[src/rtl/stopwatch_pkg.sv]
// Shared types and digit moduli for the BCD stopwatch core.
package stopwatch_pkg;

    typedef enum logic [1:0] {
        IDLE = 2'd0,
        RUN  = 2'd1,
        LAP  = 2'd2,
        STOP = 2'd3
    } sw_state_t;

    typedef logic [3:0] bcd_t;

    localparam int TENTHS_MOD   = 10;
    localparam int SEC_ONES_MOD = 10;
    localparam int SEC_TENS_MOD = 6;

    // Full M:SS.t value as one packed word, used for both live count and lap hold.
    typedef struct packed {
        bcd_t min;
        bcd_t sec_tens;
        bcd_t sec_ones;
        bcd_t tenths;
    } sw_count_t;

endpackage

[src/rtl/stopwatch_bcd_digit.sv]
// One BCD counter digit with carry-out. MODULUS > 0 fixes the wrap value at
// MODULUS-1; MODULUS = 0 wraps at the run-time max input instead.
module bcd_digit
    import stopwatch_pkg::*;
#(
    parameter int MODULUS = 10
) (
    input  logic clk,
    input  logic reset_n,
    input  logic clr,
    input  logic inc,
    input  bcd_t max,
    output bcd_t q,
    output logic carry
);

    localparam bcd_t FIXED_MAX = (MODULUS > 0) ? bcd_t'(MODULUS - 1) : bcd_t'(0);

    bcd_t top;

    assign top   = (MODULUS > 0) ? FIXED_MAX : max;
    assign carry = inc & (q == top);

    always_ff @(posedge clk or negedge reset_n) begin
        if (!reset_n) begin
            q <= '0;
        end else if (clr) begin
            q <= '0;
        end else if (inc) begin
            q <= (q == top) ? bcd_t'(0) : q + 4'd1;
        end
    end

endmodule

[src/rtl/stopwatch_bcd.sv]
// Decimal M:SS.t stopwatch core driven by a 10 Hz tick pulse.
// Optional lap-hold display is compiled in with STOPWATCH_LAP_EN.
module stopwatch_bcd
    import stopwatch_pkg::*;
#(
    parameter int MIN_LIMIT = 9
) (
    input  logic clk,
    input  logic reset_n,
    input  logic tick,
    input  logic start_stop,
    input  logic lap,
    input  logic clear,
    output bcd_t d_tenths,
    output bcd_t d_sec_ones,
    output bcd_t d_sec_tens,
    output bcd_t d_min,
    output logic running,
    output logic lap_active,
    output logic overflow
);

    logic      ss_q;
    logic      clr_q;
    logic      ev_ss;
    logic      ev_clr;
    sw_state_t state;
    sw_state_t state_nxt;
    logic      clr_cnt;
    logic      count_en;
    logic      c_tenths;
    logic      c_sec_ones;
    logic      c_sec_tens;
    logic      c_min;
    sw_count_t live;
    sw_count_t disp;

    always_ff @(posedge clk or negedge reset_n) begin
        if (!reset_n) begin
            ss_q  <= 1'b0;
            clr_q <= 1'b0;
        end else begin
            ss_q  <= start_stop;
            clr_q <= clear;
        end
    end

    assign ev_ss  = start_stop & ~ss_q;
    assign ev_clr = clear & ~clr_q;

`ifdef STOPWATCH_LAP_EN
    logic      lap_q;
    logic      ev_lap;
    logic      capture;
    sw_count_t hold;

    always_ff @(posedge clk or negedge reset_n) begin
        if (!reset_n) begin
            lap_q <= 1'b0;
        end else begin
            lap_q <= lap;
        end
    end

    assign ev_lap = lap & ~lap_q;
`else
    logic lap_unused;
    assign lap_unused = lap;
`endif

    always_ff @(posedge clk or negedge reset_n) begin
        if (!reset_n) begin
            state <= IDLE;
        end else begin
            state <= state_nxt;
        end
    end

    // Each state only reacts to its legal events; clear outranks start_stop outranks lap.
    always_comb begin
        state_nxt = state;
        clr_cnt   = 1'b0;
`ifdef STOPWATCH_LAP_EN
        capture   = 1'b0;
`endif
        case (state)
            IDLE: begin
                if (ev_ss) state_nxt = RUN;
            end
            RUN: begin
                if (ev_ss) begin
                    state_nxt = STOP;
                end
`ifdef STOPWATCH_LAP_EN
                else if (ev_lap) begin
                    state_nxt = LAP;
                    capture   = 1'b1;
                end
`endif
            end
`ifdef STOPWATCH_LAP_EN
            LAP: begin
                if (ev_ss) begin
                    state_nxt = STOP;
                end else if (ev_lap) begin
                    state_nxt = RUN;
                end
            end
`endif
            STOP: begin
                if (ev_clr) begin
                    state_nxt = IDLE;
                    clr_cnt   = 1'b1;
                end else if (ev_ss) begin
                    state_nxt = RUN;
                end
            end
            default: state_nxt = IDLE;
        endcase
    end

    // Count enable looks at the current state, so an event in the same cycle
    // as a tick never changes whether that tick is counted.
    assign count_en = tick & ((state == RUN) || (state == LAP));

    bcd_digit #(.MODULUS(TENTHS_MOD)) u_tenths (
        .clk     (clk),
        .reset_n (reset_n),
        .clr     (clr_cnt),
        .inc     (count_en),
        .max     (bcd_t'(TENTHS_MOD - 1)),
        .q       (live.tenths),
        .carry   (c_tenths)
    );

    bcd_digit #(.MODULUS(SEC_ONES_MOD)) u_sec_ones (
        .clk     (clk),
        .reset_n (reset_n),
        .clr     (clr_cnt),
        .inc     (c_tenths),
        .max     (bcd_t'(SEC_ONES_MOD - 1)),
        .q       (live.sec_ones),
        .carry   (c_sec_ones)
    );

    bcd_digit #(.MODULUS(SEC_TENS_MOD)) u_sec_tens (
        .clk     (clk),
        .reset_n (reset_n),
        .clr     (clr_cnt),
        .inc     (c_sec_ones),
        .max     (bcd_t'(SEC_TENS_MOD - 1)),
        .q       (live.sec_tens),
        .carry   (c_sec_tens)
    );

    // Minutes wrap at the parameterised limit, supplied at run time.
    bcd_digit #(.MODULUS(0)) u_min (
        .clk     (clk),
        .reset_n (reset_n),
        .clr     (clr_cnt),
        .inc     (c_sec_tens),
        .max     (bcd_t'(MIN_LIMIT)),
        .q       (live.min),
        .carry   (c_min)
    );

    always_ff @(posedge clk or negedge reset_n) begin
        if (!reset_n) begin
            overflow <= 1'b0;
        end else if (clr_cnt) begin
            overflow <= 1'b0;
        end else if (c_min) begin
            overflow <= 1'b1;
        end
    end

`ifdef STOPWATCH_LAP_EN
    always_ff @(posedge clk or negedge reset_n) begin
        if (!reset_n) begin
            hold <= '0;
        end else if (capture) begin
            hold <= live;
        end
    end

    assign disp       = (state == LAP) ? hold : live;
    assign lap_active = (state == LAP);
`else
    assign disp       = live;
    assign lap_active = 1'b0;
`endif

    assign running    = (state == RUN) || (state == LAP);
    assign d_tenths   = disp.tenths;
    assign d_sec_ones = disp.sec_ones;
    assign d_sec_tens = disp.sec_tens;
    assign d_min      = disp.min;

endmodule

[config.mk]
export PLATFORM = sky130hd
export DESIGN_NAME = stopwatch_bcd
export DESIGN_NICKNAME = d
export VERILOG_FILES = /design/src/rtl/stopwatch_pkg.sv /design/src/rtl/stopwatch_bcd_digit.sv /design/src/rtl/stopwatch_bcd.sv
export SDC_FILE = /design/constraint.sdc
export NUM_CORES = 1
export LEC_CHECK = 0
export CORE_AREA = 2 2 53 55
export CTS_CLUSTER_DIAMETER = 60
export DETAILED_ROUTE_END_ITERATION = 6
export DIE_AREA = 0 0 55 57
export PLACE_DENSITY_LB_ADDON = 0.05
export SLEW_MARGIN = 20
export SYNTH_ARGS = -nofsm -noshare
export SYNTH_HDL_FRONTEND = slang
export SYNTH_SLANG_ARGS = --single-unit
[constraint.sdc]
create_clock -name clk -period 2.3 [get_ports clk]
set_input_delay 0.575 -clock clk [delete_from_list [all_inputs] [get_ports clk]]
set_output_delay 0.575 -clock clk [all_outputs]
set_load 0.02 [all_outputs]
## Yosys cells after proc, flatten, opt, wreduce, memory -nomap -nowiden

Cells that the tools add are included.

- Bits in registers: 21
- Output and inout port bits: 19
- Word-level logic and storage cells: 56

- Add/subtract/negate cells: 4
- Equal/unequal tests: 8
- Multiplexer cells: 20
- Bitwise logic cells: 9
- Reduce and logical (&&, ||, !) cells: 7

Operator list:

| operator | count |
|---|---|
| 4-bit 2-to-1 mux | 12 |
| 4-bit by 1-bit adder with 4-bit output (second input constant) | 4 |
| 4-bit == test (second input constant) | 3 |
| 2-bit nonzero test | 5 |
| 1-bit AND | 7 |
| 2-bit 2-to-1 mux | 3 |
| 2-bit case mux with 3 select lines | 1 |
| 2-bit == test (second input constant) | 2 |
| 4-bit by 3-bit == test with 1-bit output (second input constant) | 1 |
| 1-bit 2-to-1 mux | 4 |
| 2-bit by 1-bit == test with 1-bit output (second input constant) | 1 |
| 2-bit zero test | 1 |
| 2-bit != test (second input constant) | 1 |
| 1-bit inverter | 2 |
| 1-bit logical OR | 1 |

## Depth between registers and ports, before layout

Gate-level depths: netlist of the first run.

- Depth after elaboration: 9
- Depth in mapped cells: 7
- Mapped depth without buffers: 6

## By module

A second synthesis of the first run with hierarchy kept.

- Cells, all modules: 133
- Area, all modules: 1292.5 sq um

By module, submodules not included:

| module | instances | cells each | area each (sq um) | sequential area each (sq um) |
|---|---|---|---|---|
| bcd_digit (u_sec_ones ...) | 2 | 26 | 241.5 | 100.1 |
| stopwatch_bcd | 1 | 30 | 299.0 | 125.1 |
| bcd_digit (u_min) | 1 | 28 | 279.0 | 100.1 |
| bcd_digit (u_sec_tens) | 1 | 23 | 231.5 | 100.1 |

## Worst setup path after synthesis of the first run

OpenSTA, ideal clock, no wires.

- Path type: register to register
- Start: register state[1]
- End: register u_sec_tens.q[3]
- Library setup time: 0.073 ns
- Arrival time: 1.747 ns
- Required time: 2.227 ns
- Path slack: 0.480 ns
- Cell stages (with the launch flop): 7
- Period minus slack after synthesis: 1.820 ns
- Cell sequence: dfrtp_1 > inv_1 > ha_1 > and2_4 > nand3_4 > or4_4 > a21oi_2

- Word-level cells in the longest chain between the ends: 6
- Elaborated cells between the ends (all ways): 10
- Classes of those cells: eq/ne (3); mux (2); bitwise (3); reduce/logical (2)

Ends and longest elaborated chain:

| item | RTL line | source |
|---|---|---|
| from (decl) | stopwatch_bcd.sv:27 | `sw_state_t state;` |
| from (signal assigned) | stopwatch_bcd.sv:75 | `state <= state_nxt;` |
| 2-bit by 1-bit == test with 1-bit output / 2-bit == test (equally long branches) | - |  |
| 1-bit logical OR * | - |  |
| named net running | stopwatch_bcd.sv:18 | `output logic running,` |
| 1-bit AND * | stopwatch_bcd.sv:124 | `assign count_en = tick & ((state == RUN) \|\| (state == LAP));` |
| 1-bit AND * (2 in series) | stopwatch_bcd_digit.sv:22 | `assign carry = inc & (q == top);` |
| 2-bit nonzero test (no source line) * | - |  |
| to (signal assigned) | stopwatch_bcd_digit.sv:30 | `q <= (q == top) ? bcd_t'(0) : q + 4'd1;` |
| to (decl) | stopwatch_bcd_digit.sv:13 | `output bcd_t q,` |

The timed path passes the listed nets; every way through them passes the cells marked *.
A chain may end at the register's enable or synchronous reset.

## Worst setup path in the final report of the first run

- Start: register state[1]
- End: output port running

- Word-level cells in the longest chain between the ends: 2
- Elaborated cells between the ends (all ways): 3
- Classes of those cells: eq/ne (2); reduce/logical (1)

Ends and longest elaborated chain:

| item | RTL line | source |
|---|---|---|
| 2-bit by 1-bit == test with 1-bit output / 2-bit == test (equally long branches) | stopwatch_bcd.sv:193 | `assign running = (state == RUN) \|\| (state == LAP);` |
| 1-bit logical OR * | stopwatch_bcd.sv:193 |  |
| to (decl) | stopwatch_bcd.sv:18 |  |

Mark *: on every way between the ends. The rest lies on a longest branch, timed or not.

==> flow_summary.json, run 1 <==
{
  "drtAntennaViolNets": 0,
  "drc": 0,
  "rr_worst_depth": 6,
  "avgViaCountPerCell": 5.51,
  "synth_area_um2": 1250,
  "async_flop_share": 1.00,
  "routed-via-count": 1024,
  "dp_hpwl_um": 1700,
  "grt_max_degree": 22,
  "finalSetupViolations": 0,
  "power.leakage_nw": 0.668,
  "hp-class": "reg -> reg",
  "clkLatencyLatePin_ns": 0.30,
  "clock-sinks": 21,
  "grt_pass1_vias": 985,
  "worst-path-buf-inv": 2,
  "track_usage": 0.173,
  "synthTopCellsByArea": "dfrtp_1, ha_1, a21oi_1",
  "fin_util": 0.580,
  "yosysTopAreaCell": "dfrtp_1",
  "antenna_found_initial": 0,
  "routedWlPerCell_um": 12.5,
  "ctsHoldBuffers": 0,
  "synth_edf_count": 0,
  "total_power_mw": 1.23,
  "ys_types": 34,
  "drtIter0Drc": 4,
  "crit_path_max_fanout": 4,
  "worstSetupPathType": "reg -> out",
  "cpMaxStageDelayCell": "dfrtp_1",
  "place_congestion": 0.742,
  "peakVddDrop_v": 0.000735,
  "yosysWarnings": 0,
  "io_pins": 25,
  "worstSetupStartpointType": "flip-flop",
  "powerDensity_nw_per_um2": 814,
  "io_buffers": 22,
  "wirelength_um": 2320,
  "syn_area_per_cell_um2": 9.60,
  "layout-drive-gt1-share": 0.0839,
  "globalRouteOverflowTotal": 0,
  "htree_num_levels": 1,
  "num_rows": 19,
  "antenna_cells": 0,
  "hold_viol_final": 0,
  "maxSlewViolCount": 0,
  "fin_crit_sh": 0.880,
  "synth_cells": 130,
  "fin_skew_ns": 0.00853,
  "hold_depth": 1,
  "drv_cap": 0,
  "rsz0062_at_grt": "false",
  "clk_path_buf_depth": 2,
  "ys_seq_area_frac": 0.421,
  "coreArea_um2": 2620,
  "outcome": "complete, no violations",
  "syn2layout_area_growth_pct": 21.6,
  "first_pass_iters": 4,
  "cp_top_family": "buffers and inverters",
  "cts_buffers": 3,
  "fin_crit_ns": 2.02,
  "crit_path_max_incr_delay_ns": 0.42,
  "clk_pin_slew_ns": 0.11,
  "synth_top_area_frac": 0.421,
  "dp.cells": 182,
  "root_buffer": "clkbuf_4",
  "fmax_mhz": 494,
  "grt_first_pass_wirelength_um": 4120,
  "path_depth": 3,
  "synth_nets": 148,
  "die-width_um": 55,
  "worstPathRequired_ns": 1.73,
  "dieArea_um2": 3140,
  "post_cts_buffers": 0,
  "die_y_um": 57,
  "layoutNonFillerInstCount": 186,
  "tns_ns": 0,
  "path_cells": "inv_1, ha_1, dlygate4sd2_1",
  "holdWs_ns": 0.514,
  "crit_arrival_ns": 1.45,
  "crit_path_end_kind": "primary output",
  "ys.flop_type": "dfrtp_1",
  "nets": 174,
  "cts_tree": "built",
  "yosys_register_bits": 21,
  "initial_core_util": 0.477
}
-- flip-flops by register name, indices dropped and copies added, names as in the netlist --
| signal | count |
|---|---|
| u_min.q | 4 |
| ss_q | 1 |
| clr_q | 1 |
| u_sec_tens.q | 4 |
| u_tenths.q | 4 |
| overflow | 1 |
| u_sec_ones.q | 4 |
| state | 2 |
-- kinds of logic after synthesis --
group / synth area share
flops: 0.421
simple gates: 0.260
buf+inv: 0.0542
other cells: 0.00301
compound gates: 0.126
xor+xnor: 0.00702
fa+ha+maj: 0.120
mux: 0.00802
-- worst paths after layout --
check | start | endpoint | slack [ns]
max | state[1] | running | 0.28
max in group asynchronous | reset_n | overflow | 1.47
min reg2reg | overflow | overflow | 0.51
min | overflow | overflow | 0.51
min in group asynchronous | reset_n | u_sec_tens.q[3] | 0.61
max reg2reg | u_tenths.q[1] | u_min.q[2] | 0.35
-- routing by layer --
layer  global-route usage  wire, µm  up-vias
met4               0.0523        13        0
met3               0.0236        83        2
met5                    0         0        -
li1                     -         -      503
met1                0.231      1110      502
met2                0.286      1120       17
-- layout make-up --
class | instances | area, µm²
Multi-Input combinational cell | 96 | 654
Tap cell | 31 | 38.8
Sequential cell | 21 | 526
Timing Repair Buffer | 24 | 234
Fill cell | 262 | 1100
Clock buffer | 4 | 26.3
Inverter | 10 | 37.5
-- timing repair --
item / 4_1_cts / 5_1_grt
endpoints found under the hold margin: 0 / 0
setup endpoints to repair: 1 / 0
gates resized for setup: 1 / 0
-- cell usage in the layout, fill, tap and decap left out, drive strengths merged --
master and count:
and3b 4, inv 10, or3b 1, nor3 6, a21oi 15, mux2i 1
or4 2, nand4 1, xor2 1, buf 2, clkdlybuf4s50 21, nand3b 1
and2 3, a21boi 1, a31o 1, nand2 10, nor2b 1, dlygate4sd2 1
nor2 10, a221oi 1, dfrtp 21, o22a 1, nand2b 2, or3 5
clkbuf 4, o21ai 9, nand3 4, nor4 3, conb 1, ha 12
-- cell usage after synthesis (all sizes together), types with 2 or more instances --
master / count
nand3: 4
a21oi: 15
and2: 3
or4: 2
buf: 3
inv: 10
o21ai: 9
nor4: 3
or3: 5
nand2: 10
nor2: 10
nor3: 6
dfrtp: 21
nand2b: 2
and3b: 4
ha: 12
-- per-stage QoR --
step / instance area (µm²) / worst slack (ns)
6_report: 1520 / 0.276
4_1_cts: 1520 / 0.244
3_5_place_dp: 1490 / 0.204
2_1_floorplan: 1250 / 0.480
5_1_grt: 1520 / 0.178
3_3_place_gp: 1490 / 0.233
-- power by group --
part           switching [mW]  internal, mW  total (mW)
logic                   0.306         0.236       0.542
clock network           0.106        0.0674       0.173
registers              0.0858         0.434       0.520
No activity file was read; power rests on OpenSTA's default activity.
==> run 2: changes to the inputs <==
--- a/config.mk
+++ b/config.mk
@@ -5,10 +5,10 @@
 export SDC_FILE = /design/constraint.sdc
 export NUM_CORES = 1
 export LEC_CHECK = 0
-export CORE_AREA = 2 2 53 55
+export CORE_AREA = 2 2 69 71
 export CTS_CLUSTER_DIAMETER = 60
 export DETAILED_ROUTE_END_ITERATION = 6
-export DIE_AREA = 0 0 55 57
+export DIE_AREA = 0 0 71 73
 export PLACE_DENSITY_LB_ADDON = 0.05
 export SLEW_MARGIN = 20
 export SYNTH_ARGS = -nofsm -noshare
==> run 2 against run 1 <==
Compared with the run above:
- wire length grew 11%
- utilization down 23 points
- clock skew decreased by 0.0044 ns
- non-clock buffer count stayed put
- maximum frequency increased by 4.1%
- design area rose by 3.5%
- clock power up 46%
- sequential power about the same
- clock-buffer cell count down 1
- first-iteration DRC count grew to 6.0 times the previous value
- hold slack got worse by 0.00074 ns
- total power up 7.2%
- critical path type is now reg -> reg
==> flow_summary.json, run 2 (synthesis gave the netlist of run 1 again) <==
{
  "cts_tree": "built",
  "coreArea_um2": 4540,
  "peakVddDrop_v": 0.000527,
  "clock-sinks": 21,
  "grt_first_pass_wirelength_um": 4530,
  "die_y_um": 73,
  "crit_arrival_ns": 2.14,
  "fillerInstances": 461,
  "tns_ns": 0,
  "crit_path_max_fanout": 7,
  "final_cell_mix": "dfrtp_1, clkdlybuf4s50_1, a21oi_1",
  "post_cts_buffers": 0,
  "place_congestion": 0.766,
  "seqCellArea_um2": 526,
  "fmax_mhz": 514,
  "root_buffer": "clkbuf_8",
  "hp-class": "reg -> reg",
  "dp_hpwl_um": 1790,
  "drv_cap": 0,
  "place_area_um2": 1520,
  "die-width_um": 71,
  "clk_pin_slew_ns": 0.09,
  "first_pass_iters": 4,
  "powerDensity_nw_per_um2": 844,
  "antenna_found_initial": 0,
  "fin_crit_ns": 1.95,
  "multi_input_area_um2": 654,
  "drtIter0Drc": 24,
  "power.leakage_nw": 0.688,
  "ctsHoldBuffers": 0,
  "worstPathRequired_ns": 2.50,
  "globalRouteOverflowTotal": 0,
  "drtAntennaViolNets": 0,
  "fin_util": 0.346,
  "outcome": "complete, no violations",
  "finalSetupViolations": 0,
  "dieArea_um2": 5180,
  "worstSetupPathType": "reg -> reg",
  "fin_skew_ns": 0.00413,
  "num_rows": 25,
  "wirelength_um": 2580,
  "routedWlPerCell_um": 12.3,
  "htree_num_levels": 1,
  "grt_pass1_vias": 968,
  "initial_core_util": 0.275,
  "clk_path_buf_depth": 2,
  "io_buffers": 22,
  "nets": 174,
  "cts_buffers": 3,
  "worstSetupStartpointType": "flip-flop",
  "grt_max_degree": 22,
  "syn2layout_area_growth_pct": 25.8,
  "track_usage": 0.112,
  "maxSlewViolCount": 0,
  "antenna_cells": 0,
  "dp.cells": 205,
  "io_pins": 25,
  "crit_path_end_kind": "flip-flop",
  "drc": 0,
  "cts_resized": 0,
  "avgViaCountPerCell": 4.65,
  "rsz0062_at_grt": "false",
  "fin_crit_sh": 0.846,
  "final_area_um2": 1570,
  "clkLatencyLatePin_ns": 0.26,
  "layoutNonFillerInstCount": 209,
  "hold_viol_final": 0,
  "layout-drive-gt1-share": 0.0903,
  "routed-via-count": 972,
  "holdWs_ns": 0.513
}
[run 2: cell count changes in the layout (fill, tap and decap cells not counted)]
cell / change
dlygate4sd2_1: -1
clkbuf_4: -3
clkbuf_1: -1
clkinv_2: +1
clkbuf_8: +3
dlymetal6s2s_1: +1
[run 2: final cells by class]
type	count	share of cell area
multi-input combinational	96	0.417
sequential	21	0.335
timing repair buffer	24	0.152
tap	54	0.0431
clock buffer	3	0.0263
inverter	10	0.0239
clock inverter	1	0.00319
[run 2: worst max-delay path, cell delays in order (launching register included)]
cell	delay, ns
dfrtp_1	0.43
inv_1	0.07
ha_1	0.17
and3b_1	0.41
nand3_4	0.15
or4_4	0.50
a21oi_2	0.14
[run 2: path summary, 6_finish.rpt]
kind	from	to	slack (ns)	depth (start not counted)
max	u_tenths.q[1]	u_sec_tens.q[3]	0.35	6
min reg2reg	overflow	overflow	0.51	1
max reg2reg	u_tenths.q[1]	u_sec_tens.q[3]	0.35	6
min in group asynchronous	reset_n	u_tenths.q[3]	0.66	2
min	overflow	overflow	0.51	1
max in group asynchronous	reset_n	u_sec_tens.q[1]	1.41	2
[run 2: report_power, final]
| group | switching (mW) | leakage, nW | internal, mW |
|---|---|---|---|
| clock network | 0.132 | 0.0255 | 0.121 |
| registers | 0.0832 | 0.279 | 0.434 |
| logic | 0.310 | 0.383 | 0.243 |
[run 2: metal layers]
layer / vias up / track usage / part of all wire
li1: 498 / - / -
met1: 454 / 0.148 / 0.51
met2: 18 / 0.179 / 0.45
met3: 2 / 0.0207 / 0.031
met4: 0 / 0.0503 / 0.010
met5: - / 0 / 0
[run 2: per-stage QoR]
| step | setup WS, ns | power (mW) |
|---|---|---|
| 6_report | 0.355 | 1.32 |
| 5_1_grt | 0.147 | 1.44 |
| 4_1_cts | 0.0368 | 1.35 |
| 3_5_place_dp | 0.198 | 1.09 |
| 3_3_place_gp | 0.221 | 1.08 |
| 2_1_floorplan | 0.480 | 0.893 |
==> run 3: changes to the inputs <==
==> constraint.sdc (replaced) <==
create_clock -name clk -period 1.94 [get_ports clk]
set_input_delay 0.485 -clock clk [delete_from_list [all_inputs] [get_ports clk]]
set_output_delay 0.485 -clock clk [all_outputs]
set_load 0.02 [all_outputs]
==> run 3 against run 2 <==
Compared with the run above:
- total power up 23%
- largest power group unchanged
- clock skew shrank 0.0017 ns
- sequential power increased by 15%
- first-iteration DRC count rose by 8.3%
- largest cell class unchanged
- design area increased by 4.1%
==> flow_summary.json, run 3 (synthesis gave the netlist of run 1 again) <==
{
  "outcome": "complete, no violations",
  "hp-class": "reg -> reg",
  "layout-drive-gt1-share": 0.135,
  "die-width_um": 71,
  "crit_path_max_fanout": 5,
  "p_int_mw": 0.994,
  "fin_skew_ns": 0.00241,
  "hold_viol_final": 0,
  "fin_crit_ns": 1.85,
  "worstSetupStartpointType": "flip-flop",
  "finalSetupViolations": 0,
  "first_pass_iters": 2,
  "drc": 0,
  "crit_arrival_ns": 1.36,
  "syn2layout_area_growth_pct": 30.9,
  "rsz0062_at_grt": "false",
  "grt_max_degree": 22,
  "swShare": 0.389,
  "powerDensity_nw_per_um2": 997,
  "seq_power_share": 0.365,
  "globalRouteOverflowTotal": 0,
  "routed-via-count": 1013,
  "final_area_um2": 1630,
  "clk_pin_slew_ns": 0.08,
  "final_cell_mix": "dfrtp_1, clkdlybuf4s50_1, a21oi_1",
  "dieArea_um2": 5180,
  "dp_hpwl_um": 1940,
  "wirelength_um": 2620,
  "finalWorstSetupSlack_ns": 0.0905,
  "antenna_found_initial": 0,
  "power.leakage_nw": 0.714,
  "num_rows": 25,
  "routedWlPerCell_um": 12.1,
  "reg2reg_from": "state[1]",
  "cts_tree": "built",
  "avgViaCountPerCell": 4.67,
  "drv_cap": 0,
  "fillerInstances": 447,
  "total_power_mw": 1.63,
  "htree_num_levels": 1,
  "initial_core_util": 0.275,
  "cts_buffers": 3,
  "grt_first_pass_wirelength_um": 4560,
  "track_usage": 0.112,
  "fmax_mhz": 541,
  "clk_path_buf_depth": 2,
  "io_buffers": 22,
  "drtIter0Drc": 26,
  "nets": 182,
  "place_congestion": 0.781,
  "fin_crit_sh": 0.953,
  "worstSetupPathType": "reg -> out",
  "min_from": "overflow",
  "crit_path_end_kind": "primary output",
  "drtAntennaViolNets": 0,
  "die_y_um": 73,
  "post_cts_buffers": 0,
  "worstPathRequired_ns": 1.45,
  "clkLatencyLatePin_ns": 0.26,
  "antenna_cells": 0,
  "maxSlewViolCount": 0,
  "p_sw_mw": 0.633,
  "io_pins": 25,
  "root_buffer": "clkbuf_8",
  "grt_pass1_vias": 964,
  "clock-sinks": 21,
  "coreArea_um2": 4540,
  "power_frac_comb": 0.456,
  "peakVddDrop_v": 0.000766,
  "pre_cts_slack_ns": -0.0199,
  "crit_path_start": "u_tenths.q[0]",
  "p_clk_frac": 0.179,
  "place_area_um2": 1590
}
## run 3: changes by cell type in the layout (fill, tap and decap cells not counted)
cell / delta
buf_12: +1
clkbuf_2: +1
buf_4: +7
clkinv_2: -1
clkbuf_1: +1
dlymetal6s2s_1: -1
## run 3: cell type report
type / count / area [µm²] / share of cell area
Sequential cell: 21 / 526 / 0.322
Clock buffer: 4 / 45.0 / 0.0276
Tap cell: 54 / 67.6 / 0.0414
Timing Repair Buffer: 32 / 303 / 0.185
Multi-Input combinational cell: 96 / 654 / 0.401
Inverter: 10 / 37.5 / 0.0230
## run 3: worst paths after layout
| path | to | slack, ns | depth (start not counted) |
|---|---|---|---|
| worst max-delay path | d_tenths[0] | 0.09 | 2 |
| worst min-delay path | overflow | 0.50 | 1 |
| worst max register to register | u_min.q[2] | 0.19 | 6 |
| worst min register to register | overflow | 0.50 | 1 |
| max in group asynchronous | u_tenths.q[0] | 1.15 | 2 |
| min in group asynchronous | u_sec_tens.q[3] | 0.56 | 2 |
## run 3: timing repair
item                                    CTS  global route
gates resized for setup                   1             2
endpoints found under the setup margin    1             1
hold buffers                              0             0
## run 3: power by group through the flow
stage / Clock (mW) / Combinational [mW] / Sequential (mW)
6_report: 0.292 / 0.741 / 0.594
4_1_cts: 0.312 / 0.760 / 0.595
3_5_place_dp: 0 / 0.767 / 0.603
2_1_floorplan: 0 / 0.389 / 0.670
5_1_grt: 0.330 / 0.838 / 0.615
3_3_place_gp: 0 / 0.756 / 0.601
## run 3: through the flow
step                cells  utilization  hold slack, ns  TNS [ns]
floorplan             130            -           0.189         0
CTS                   217        0.361           0.509         0
global placement      213        0.351           0.471  -0.00828
detailed placement    213        0.351           0.490   -0.0200
global route          217        0.360           0.513         0
finish                217        0.360           0.499         0
## run 3: layer usage
metal / vias to the layer above / GRT usage / wire, µm
met5: - / 0 / 0
met4: 0 / 0.0314 / 25
met3: 2 / 0.0345 / 79
met2: 17 / 0.178 / 1200
met1: 477 / 0.149 / 1320
li1: 517 / - / -
## run 3: critical path: stages (launching register included)
cell and delay (ns):
dfrtp_1 0.36, buf_4 0.14, clkdlybuf4s50_1 0.60
